--- src/rtl/bsg_mul_issue_ctrl.sv ---
// bsg_mul_issue_ctrl: issues one multiply request at a time to an external multiplier and returns the selected product half
module bsg_mul_issue_ctrl #(
  parameter int width_p     = 32,
  parameter int tag_width_p = 5
) (
  input  logic                     clk_i,
  input  logic                     reset_n_i,
  input  logic                     v_i,
  output logic                     ready_o,
  input  logic [1:0]               op_i,
  input  logic [width_p-1:0]       opA_i,
  input  logic [width_p-1:0]       opB_i,
  input  logic [tag_width_p-1:0]   tag_i,
  output logic                     mul_v_o,
  input  logic                     mul_ready_i,
  output logic [width_p-1:0]       mul_opA_o,
  output logic [width_p-1:0]       mul_opB_o,
  output logic                     mul_opA_is_signed_o,
  output logic                     mul_opB_is_signed_o,
  input  logic [2*width_p-1:0]     mul_result_i,
  input  logic                     mul_v_i,
  output logic                     mul_yumi_o,
  output logic                     v_o,
  output logic [width_p-1:0]       result_o,
  output logic [tag_width_p-1:0]   tag_o,
  input  logic                     yumi_i
);
  typedef enum logic [1:0] {eIDLE, eISSUE, eWAIT, eDONE} state_e;
  state_e state_r, state_n;
  logic live_r;
  logic [1:0] op_r;
  logic [width_p-1:0] a_r, b_r, res_r;
  logic [tag_width_p-1:0] tag_r;
  logic accept, bypass;
  // live_r holds ready/yumi low during reset and rises on the first edge after release
  always_comb begin
    state_n    = state_r;
    ready_o    = live_r && state_r == eIDLE && !mul_v_i;
    mul_yumi_o = live_r && mul_v_i && (state_r == eIDLE || state_r == eWAIT);
    mul_v_o    = state_r == eISSUE;
    v_o        = state_r == eDONE;
    accept     = v_i && ready_o;
    bypass     = opA_i == '0 || opB_i == '0;
    case (state_r)
      eIDLE:  state_n = accept ? (bypass ? eDONE : eISSUE) : eIDLE;
      eISSUE: state_n = mul_ready_i ? eWAIT : eISSUE;
      eWAIT:  state_n = mul_v_i ? eDONE : eWAIT;
      eDONE:  state_n = yumi_i ? eIDLE : eDONE;
    endcase
  end
  always_ff @(posedge clk_i or negedge reset_n_i) begin
    if (!reset_n_i) begin
      state_r <= eIDLE;
      live_r  <= 1'b0;
      op_r    <= '0;
      a_r     <= '0;
      b_r     <= '0;
      tag_r   <= '0;
      res_r   <= '0;
    end else begin
      state_r <= state_n;
      live_r  <= 1'b1;
      if (accept) begin
        op_r  <= op_i;
        a_r   <= opA_i;
        b_r   <= opB_i;
        tag_r <= tag_i;
        res_r <= '0;
      end
      if (state_r == eWAIT && mul_v_i)
        res_r <= op_r == 2'b00 ? mul_result_i[width_p-1:0] : mul_result_i[2*width_p-1:width_p];
    end
  end
  assign mul_opA_o           = a_r;
  assign mul_opB_o           = b_r;
  assign mul_opA_is_signed_o = op_r == 2'b01 || op_r == 2'b10;
  assign mul_opB_is_signed_o = op_r == 2'b01;
  assign result_o            = res_r;
  assign tag_o               = tag_r;
endmodule

--- config.mk ---
export PLATFORM = sky130hd
export DESIGN_NAME = bsg_mul_issue_ctrl
export DESIGN_NICKNAME = d
export VERILOG_FILES = /design/src/rtl/bsg_mul_issue_ctrl.sv
export SDC_FILE = /design/constraint.sdc
export NUM_CORES = 1
export LEC_CHECK = 0
export CAP_MARGIN = 25
export CORE_ASPECT_RATIO = 0.9
export CORE_MARGIN = 4
export CORE_UTILIZATION = 39
export CTS_CLUSTER_SIZE = 14
export DETAILED_ROUTE_END_ITERATION = 8
export MAX_ROUTING_LAYER = met4
export PLACE_DENSITY = 0.81
export SYNTH_ARGS = -nofsm -noshare
export SYNTH_HDL_FRONTEND = slang
export SYNTH_SLANG_ARGS = --single-unit
--- constraint.sdc ---
create_clock -name clk_i -period 2.1 [get_ports clk_i]
set_input_delay 0.42 -clock clk_i [delete_from_list [all_inputs] [get_ports clk_i]]
set_output_delay 0.42 -clock clk_i [all_outputs]
set_load 0.005 [all_outputs]
# Word level (Yosys, flattened, before mapping)
# Cells that the tools add are included.
[word_totals]
regBits = 106
in_bits = 141
out_inout_bits = 107
elab_cells = 36
[classes]
eq_ne = 5
mux = 9
reduce_logical = 15
[ops]
columns = ["cell", "count"]
rows = [
  ["32-bit 2-to-1 mux", 3],
  ["32-bit logical NOT", 2],
  ["2-bit 2-to-1 mux", 4],
  ["2-bit case mux with 4 select lines", 1],
  ["2-bit equality test, second input constant", 3],
  ["1-bit logical AND", 6],
  ["2-bit by 1-bit equality test with 1-bit output, second input constant", 2],
  ["2-bit logical NOT", 2],
  ["1-bit logical OR", 3],
  ["2-bit nonzero test", 1],
  ["1-bit logical NOT", 1],
  ["1-bit 2-to-1 mux", 1],
]

# Depth between registers and ports, before layout
# Gate-level depths: netlist of run 1.
[logic_depth]
depth_word = 6
mapped_depth = 6
mapped_depth_nobuf = 4

# Worst setup path before layout of run 1
# Ideal clock, no wire load.
[synth_timing]
path_type = "flip-flop to flip-flop"
start = "register state_r[1]"
end = "register a_r[0], in the netlist mul_opA_o[0]"
setup_time_ns = 0.125
arrival_time_ns = 1.472
required_time_ns = 1.975
slack_ns = 0.503
path_stages_with_launch = 6
path_buffers = 2
period_less_slack_ns = 1.597
cell_sequence = "dfrtp_1 -> nor4b_4 -> nand2_2 -> buf_6 -> buf_6 -> mux2_4"
[synth_via]
elab_chain_len = 4
[synth_lines]
columns = ["item", "line", "source"]
rows = [
  ["start: declaration", "29", "state_e state_r, state_n;"],
  ["start signal: assignment", "53", "state_r <= eIDLE;"],
  ["start signal: assignment", "61", "state_r <= state_n;"],
  ["2-bit logical NOT", "38", "ready_o = live_r && state_r == eIDLE && !mul_v_i;"],
  ["1-bit logical AND (2 in a row)", "38", ""],
  ["net ready_o", "9", "output logic ready_o,"],
  ["1-bit logical AND", "42", "accept = v_i && ready_o;"],
  ["end signal: assignment", "65", "a_r <= opA_i;"],
  ["end: declaration", "32", "logic [width_p-1:0] a_r, b_r, res_r;"],
]
# The timed path passes the listed nets, and every way through them passes these cells.
# A chain may end at the register's enable or synchronous reset.

# Worst setup path in the final report of run 1
[layout_timing]
start = "register state_r[0]"
end = "output mul_yumi_o"
[layout_via]
elab_chain_len = 3
elab_cells_between_ends = 4
classes_between = "eq/ne (1); reduce/logical (3)"
[layout_lines]
columns = ["item", "line", "source"]
rows = [
  ["2-bit equality test or 2-bit logical NOT (tied branches)", "39", "mul_yumi_o = live_r && mul_v_i && (state_r == eIDLE || state_r == eWAIT);"],
  ["1-bit logical OR *", "39", ""],
  ["1-bit logical AND *", "39", ""],
  ["end: declaration", "22", "output logic mul_yumi_o,"],
]
# Every way passes the cells marked *; elsewhere a longest branch is shown, timed or not.

==> results of run 1 <==
-- per-layer routing --
layer	up-vias	wire, um	GRT usage
met5	-	0	-
met4	0	414	0.0848
met3	25	801	0.0505
met2	134	7460	0.371
met1	1758	4870	0.207
li1	1712	-	-
-- worst max-delay path by stage --
stage	startpoint	end	depth (start not counted)
after floorplan	state_r[1]	mul_opA_o[0]	5
after global placement	mul_v_i	ready_o	3
after detailed placement	mul_v_i	ready_o	3
after CTS	state_r[0]	mul_yumi_o	3
after global routing	op_r[0]	mul_opA_is_signed_o	3
final	state_r[0]	mul_yumi_o	3
-- synthesized netlist by cell type --
| cell type | count | area share |
|---|---|---|
| mux2_4 | 16 | 0.053 |
| conb_1 | 1 | 0.00083 |
| buf_2 | 7 | 0.0077 |
| and3b_1 | 1 | 0.0019 |
| a21oi_1 | 1 | 0.0011 |
| dfrtp_1 | 106 | 0.59 |
| mux2i_1 | 33 | 0.073 |
| and3_1 | 1 | 0.0014 |
| nand3b_1 | 1 | 0.0017 |
| nand4_1 | 4 | 0.0055 |
| mux2_2 | 55 | 0.14 |
| clkbuf_1 | 7 | 0.0058 |
| and2_1 | 1 | 0.0014 |
| nand2_1 | 1 | 0.00083 |
| nand2_2 | 1 | 0.0014 |
| nand3_1 | 33 | 0.036 |
| o22ai_1 | 1 | 0.0014 |
| buf_1 | 5 | 0.0041 |
| inv_1 | 2 | 0.0017 |
| nor4b_4 | 1 | 0.0052 |
| ha_1 | 2 | 0.0055 |
| buf_6 | 3 | 0.0075 |
| o21ai_0 | 32 | 0.035 |
| nor4_1 | 16 | 0.022 |
| o22a_1 | 1 | 0.0019 |
| nor2b_1 | 1 | 0.0014 |
-- layout by cell type (no fill, tap or decap), types with 2 or more instances in the layout --
cell             count
inv_1                2
clkbuf_8             2
clkbuf_16            9
inv_6                2
mux2_2              55
mux2_4              16
nand4_1              4
nor4_1              16
mux2i_1             33
dfrtp_1            105
o21ai_0             32
buf_4                6
clkdlybuf4s50_1    243
nand3_1             33
dlygate4sd2_1        2
buf_12               6
-- flip-flops by register name (all words and copies together) (netlist names) --
name       cells
op_r           2
state_r        2
mul_opB_o     32
live_r         1
result_o      32
mul_opA_o     32
tag_o          5
-- worst max-delay path: cells and delay by family, from the launching register on --
family                 cells  cell delay [ns]
DFF                        1             0.40
and+or+nand+nor            1             0.20
buffers and inverters      2             0.64
-- kinds of logic after synthesis --
kind of cell	after synthesis	share of synthesized area
mux	104	0.263
other cells	1	0.000827
buf+inv	24	0.0268
simple gates	61	0.0792
fa+ha+maj	2	0.00552
flops	106	0.585
compound gates	35	0.0398
-- power groups by stage --
stage / combinational (uW) / sequential [uW] / clock, uW
after floorplan: 1590 / 3620 / 0
after global placement: 4390 / 3520 / 0
after detailed placement: 4510 / 3590 / 0
after CTS: 4530 / 3560 / 1790
after global routing: 4820 / 3660 / 1870
final: 4470 / 3540 / 1730
-- through the flow --
stage,setup slack (ns),instances,util
floorplan,0.503,333,-
global route,0.0225,741,0.664
detailed placement,-0.0880,723,0.635
finish,0.101,741,0.664
global placement,-0.0557,723,0.635
CTS,0.0163,740,0.663
-- area by class of cell --
type	count	area, um^2
Clock buffer	11	253
Fill cell	879	3830
Timing Repair Buffer	258	2630
Sequential cell	106	2650
Clock inverter	5	60.1
Inverter	2	7.51
Multi-Input combinational cell	203	1770
Tap cell	156	195
-- what timing repair did --
| action | 4_1_cts | 5_1_grt |
|---|---|---|
| endpoints found under the setup margin | 3 | 2 |
| pin swaps | 1 | 0 |
| buffers inserted | 1 | 1 |
| gates resized for setup | 3 | 1 |
==> flow_summary.ini, run 1 <==
[floorplan]
io_pins = 248
die_area_mm2 = 0.0134
die_height_um = 110
coreArea_mm2 = 0.0114
die_x_um = 122
fp-row-count = 37
initial_utilization = 0.398

[route]
wl_per_cell_um = 18.3
drt_iter0_markers = 197
antenna_left = 0
drc_errors = 0
wirelength_mm = 13.5
vias = 3629
viasPerCell = 4.90
first_pass_iters = 4

[critical_path]
slowest_stage = clkdlybuf4s50_1
crit_path_cell_trace = buf_4, and3b_1, clkdlybuf4s50_1
slowest_delay_ns = 0.49
r2r_slack_ns = 0.39
criticalPathCategory = reg -> out
critPathLaunchType = register
endpoint_kind = primary output
cp.arrival_ns = 1.58
r2r_end = mul_opA_o[4]
r2r_start = state_r[0]
cp_data_required_time_ns = 1.68
r2r_cells = 6
crit_path_max_fanout = 7

[min_path]
hold_class = in -> async

[sta]
rsz0062_at_grt = false
drv_slew = 0
fin_crit_ns = 2.00
finalSetupViolations = 0
whs_ns = 0.0511
finalSetupTns_ns = 0
fmax_mhz = 500
worst_slew_pin_slew_ns = 0.517
maxSlewHeadroom = 0.655
finalHoldViolations = 0
skew_ns = 0.00625
period_share = 0.952

[power]
pwr-share-comb = 0.459
p_int_uw = 6970
seq_power_share = 0.364
ir_worst_vdd_mv = 0.713
p_leak_uw = 0.00327
swShare = 0.285
switching_power_uw = 2770
p_total_uw = 9740
power.clock.fraction = 0.178
powerDensity_mw_per_mm2 = 1290

[logic_synthesis]
syn_inst = 333
synthesis.area_mm2 = 0.00453
synth_cell_types = 26
synth_seq_cells = 106
yosysSeqAreaShare = 0.585
synth_nets = 476
ys_warn_count = 0
avgSynthCellArea_um2 = 13.6

[cts]
postCtsHoldBufs = 0
cts_tree = done
htree_levels = 3
clkLatencyLatePin_ns = 0.34
cts.sinks = 106
cts_made_buffers = 9
cts_root_buffer = clkbuf_16
cts_buffer_depth = 2
clk_pin_slew_ns = 0.07

[outcome]
status = finished clean

[layout]
synthToLayoutAreaGrowth_pct = 66.9
final_nets = 723
stdcell_area_mm2 = 0.00756
diodes = 0
drive_gt1_frac = 0.176

[grt]
grt_pass1_wl_mm = 20.3
grt_max_degree = 66
antenna_found_initial = 0
grt_pass1_vias = 3985
track_usage = 0.202
overflow = 0

[place]
gp_congestion = 0.786
place.port_buffers = 247
hpwl_mm = 10.7
placed_area_mm2 = 0.00723

[job]
maxCapViolCount = 0
Power figures use the tool's default switching activity.
==> run 2: changes to the inputs <==
--- a/config.mk
+++ b/config.mk
@@ -8,11 +8,12 @@
 export CAP_MARGIN = 25
 export CORE_ASPECT_RATIO = 0.9
 export CORE_MARGIN = 4
-export CORE_UTILIZATION = 39
+export CORE_UTILIZATION = 55
 export CTS_CLUSTER_SIZE = 14
 export DETAILED_ROUTE_END_ITERATION = 8
+export DONT_BUFFER_PORTS = 1
 export MAX_ROUTING_LAYER = met4
-export PLACE_DENSITY = 0.81
+export PLACE_DENSITY = 0.7
 export SYNTH_ARGS = -nofsm -noshare
 export SYNTH_HDL_FRONTEND = slang
 export SYNTH_SLANG_ARGS = --single-unit
==> constraint.sdc (replaced) <==
create_clock -name clk_i -period 1.9 [get_ports clk_i]
set_input_delay 0.38 -clock clk_i [delete_from_list [all_inputs] [get_ports clk_i]]
set_output_delay 0.38 -clock clk_i [all_outputs]
set_load 0.005 [all_outputs]
==> flow_summary.ini, run 2 (synthesis gave the netlist of run 1 again) <==
[cts]
cts.sinks = 106
post_cts_buffers = 0
cts_root_buffer = clkbuf_8
clkLatencyLatePin_ns = 0.36
cts_tree = done
clk_pin_slew_ns = 0.09
ctsResizeCount = 0
cts_made_buffers = 9
cts_buffer_depth = 2
htree_levels = 3

[critical_path]
slowest_stage = dfrtp_1
critical_path_depth = 2
r2r_start = state_r[1]
critPathLaunchType = register
crit_buf_inv = 1
cpLargestDelayFamily = flip-flops
slowest_delay_ns = 0.48
crit_end = ready_o
criticalPathCategory = reg -> out
cp_data_required_time_ns = 1.52
crit_start = state_r[1]
r2r_end = mul_opA_o[3]
cp.arrival_ns = 1.40
crit_path_max_fanout = 7
r2r_cells = 4
crit_path_cell_trace = nor4b_4, buf_4
r2r_slack_ns = 0.23
endpoint_kind = primary output

[layout]
final_common_cell = dfrtp_1
final_nets = 470
synthToLayoutAreaGrowth_pct = 6.90
final_util = 0.603
final_cell_mix = dfrtp_1 (106), mux2_2 (55), mux2i_1 (33), nand3_1 (33), o21ai_0 (32)
drive_gt1_frac = 0.286
diodes = 0

[grt]
antenna_found_initial = 0
overflow = 0
grt_pass1_wl_mm = 15.8
grt_pass1_vias = 2822
grt_max_degree = 107
track_usage = 0.215

[place]
gp_congestion = 0.769
place.port_buffers = 0
hpwl_mm = 7.71

[power]
ir_worst_vdd_mv = 0.656
swShare = 0.326
switching_power_uw = 2520
power.clock.fraction = 0.185
p_int_uw = 5220
pwr-share-comb = 0.264
seq_power_share = 0.551
powerDensity_mw_per_mm2 = 1600
p_leak_uw = 0.00221

[floorplan]
die_height_um = 94.1
die_x_um = 104
fp-row-count = 31
coreArea_mm2 = 0.00803
initial_utilization = 0.564
die_area_mm2 = 0.00976
io_pins = 248

[route]
first_pass_iters = 4
drc_errors = 0
antenna_left = 0
drt_iter0_markers = 107
viasPerCell = 6.25
vias = 2693
wirelength_mm = 10.3
wl_per_cell_um = 23.9

[sta]
fmax_mhz = 560
finalSetupTns_ns = 0
finalHoldViolations = 106
period_share = 0.939
skew_ns = 0.0106
drv_slew = 0
fin_crit_ns = 1.78
finalSetupViolations = 0
rsz0062_at_grt = false
whs_ns = -0.294

[min_path]
hold_class = in -> async

[outcome]
status = finished with violations
violations = negative hold slack

[job]
maxCapViolCount = 0
-- run 2: worst min-delay path by stage --
stage,start,endpoint,cells past startpoint
floorplan,reset_n_i,live_r,0
global placement,reset_n_i,result_o[18],0
detailed placement,reset_n_i,result_o[18],0
CTS,reset_n_i,result_o[24],0
global route,reset_n_i,result_o[18],0
finish,reset_n_i,result_o[18],0
-- run 2: power by group through the flow --
stage	registers, uW	logic [uW]	clock network, uW
final	4260	2040	1430
after global routing	4400	2290	1580
after CTS	4290	2070	1490
after detailed placement	4330	2080	0
after global placement	4310	1980	0
after floorplan	4000	1760	0
-- run 2: final cells by class --
cell class                 instances  area [um^2]
fill                             676         3180
clock inverter                     6         70.1
multi-input combinational        203         1770
timing repair buffer               5         87.6
inverter                           2         7.51
tap                               99          124
clock buffer                      10          138
sequential                       106         2650
-- run 2: per-stage QoR --
| step | cell area, um^2 | power [uW] | instances | hold WS, ns | setup slack [ns] |
|---|---|---|---|---|---|
| finish | 4840 | 7730 | 431 | -0.294 | 0.116 |
| global route | 4840 | 8270 | 431 | -0.339 | 0.0162 |
| CTS | 4840 | 7850 | 431 | -0.325 | 0.0774 |
| detailed placement | 4640 | 6400 | 415 | 0.0874 | 0.262 |
| global placement | 4640 | 6290 | 415 | 0.0877 | 0.314 |
| floorplan | 4530 | 5760 | 333 | 0.0844 | 0.303 |
-- run 2: worst reg2reg max path: stages (launching register included) --
cell	delay (ns)
dfrtp_1	0.48
nor4b_4	0.39
nand2_4	0.11
buf_12	0.19
mux2_4	0.40
-- run 2: metal layers --
metal | global-route usage | part of all wire | vias to the layer above | routed length [um]
met2 | 0.350 | 0.49 | 157 | 5040
met1 | 0.232 | 0.37 | 1311 | 3760
li1 | - | - | 1206 | -
met5 | - | 0 | - | 0
met3 | 0.102 | 0.12 | 19 | 1260
met4 | 0.0786 | 0.022 | 0 | 225
==> run 3: changes to the inputs <==
--- a/config.mk
+++ b/config.mk
@@ -5,7 +5,6 @@
 export SDC_FILE = /design/constraint.sdc
 export NUM_CORES = 1
 export LEC_CHECK = 0
-export CAP_MARGIN = 25
 export CORE_ASPECT_RATIO = 0.9
 export CORE_MARGIN = 4
 export CORE_UTILIZATION = 55
==> results of run 3 <==
The final DEF is identical to that of run 2; final timing and power are the same.
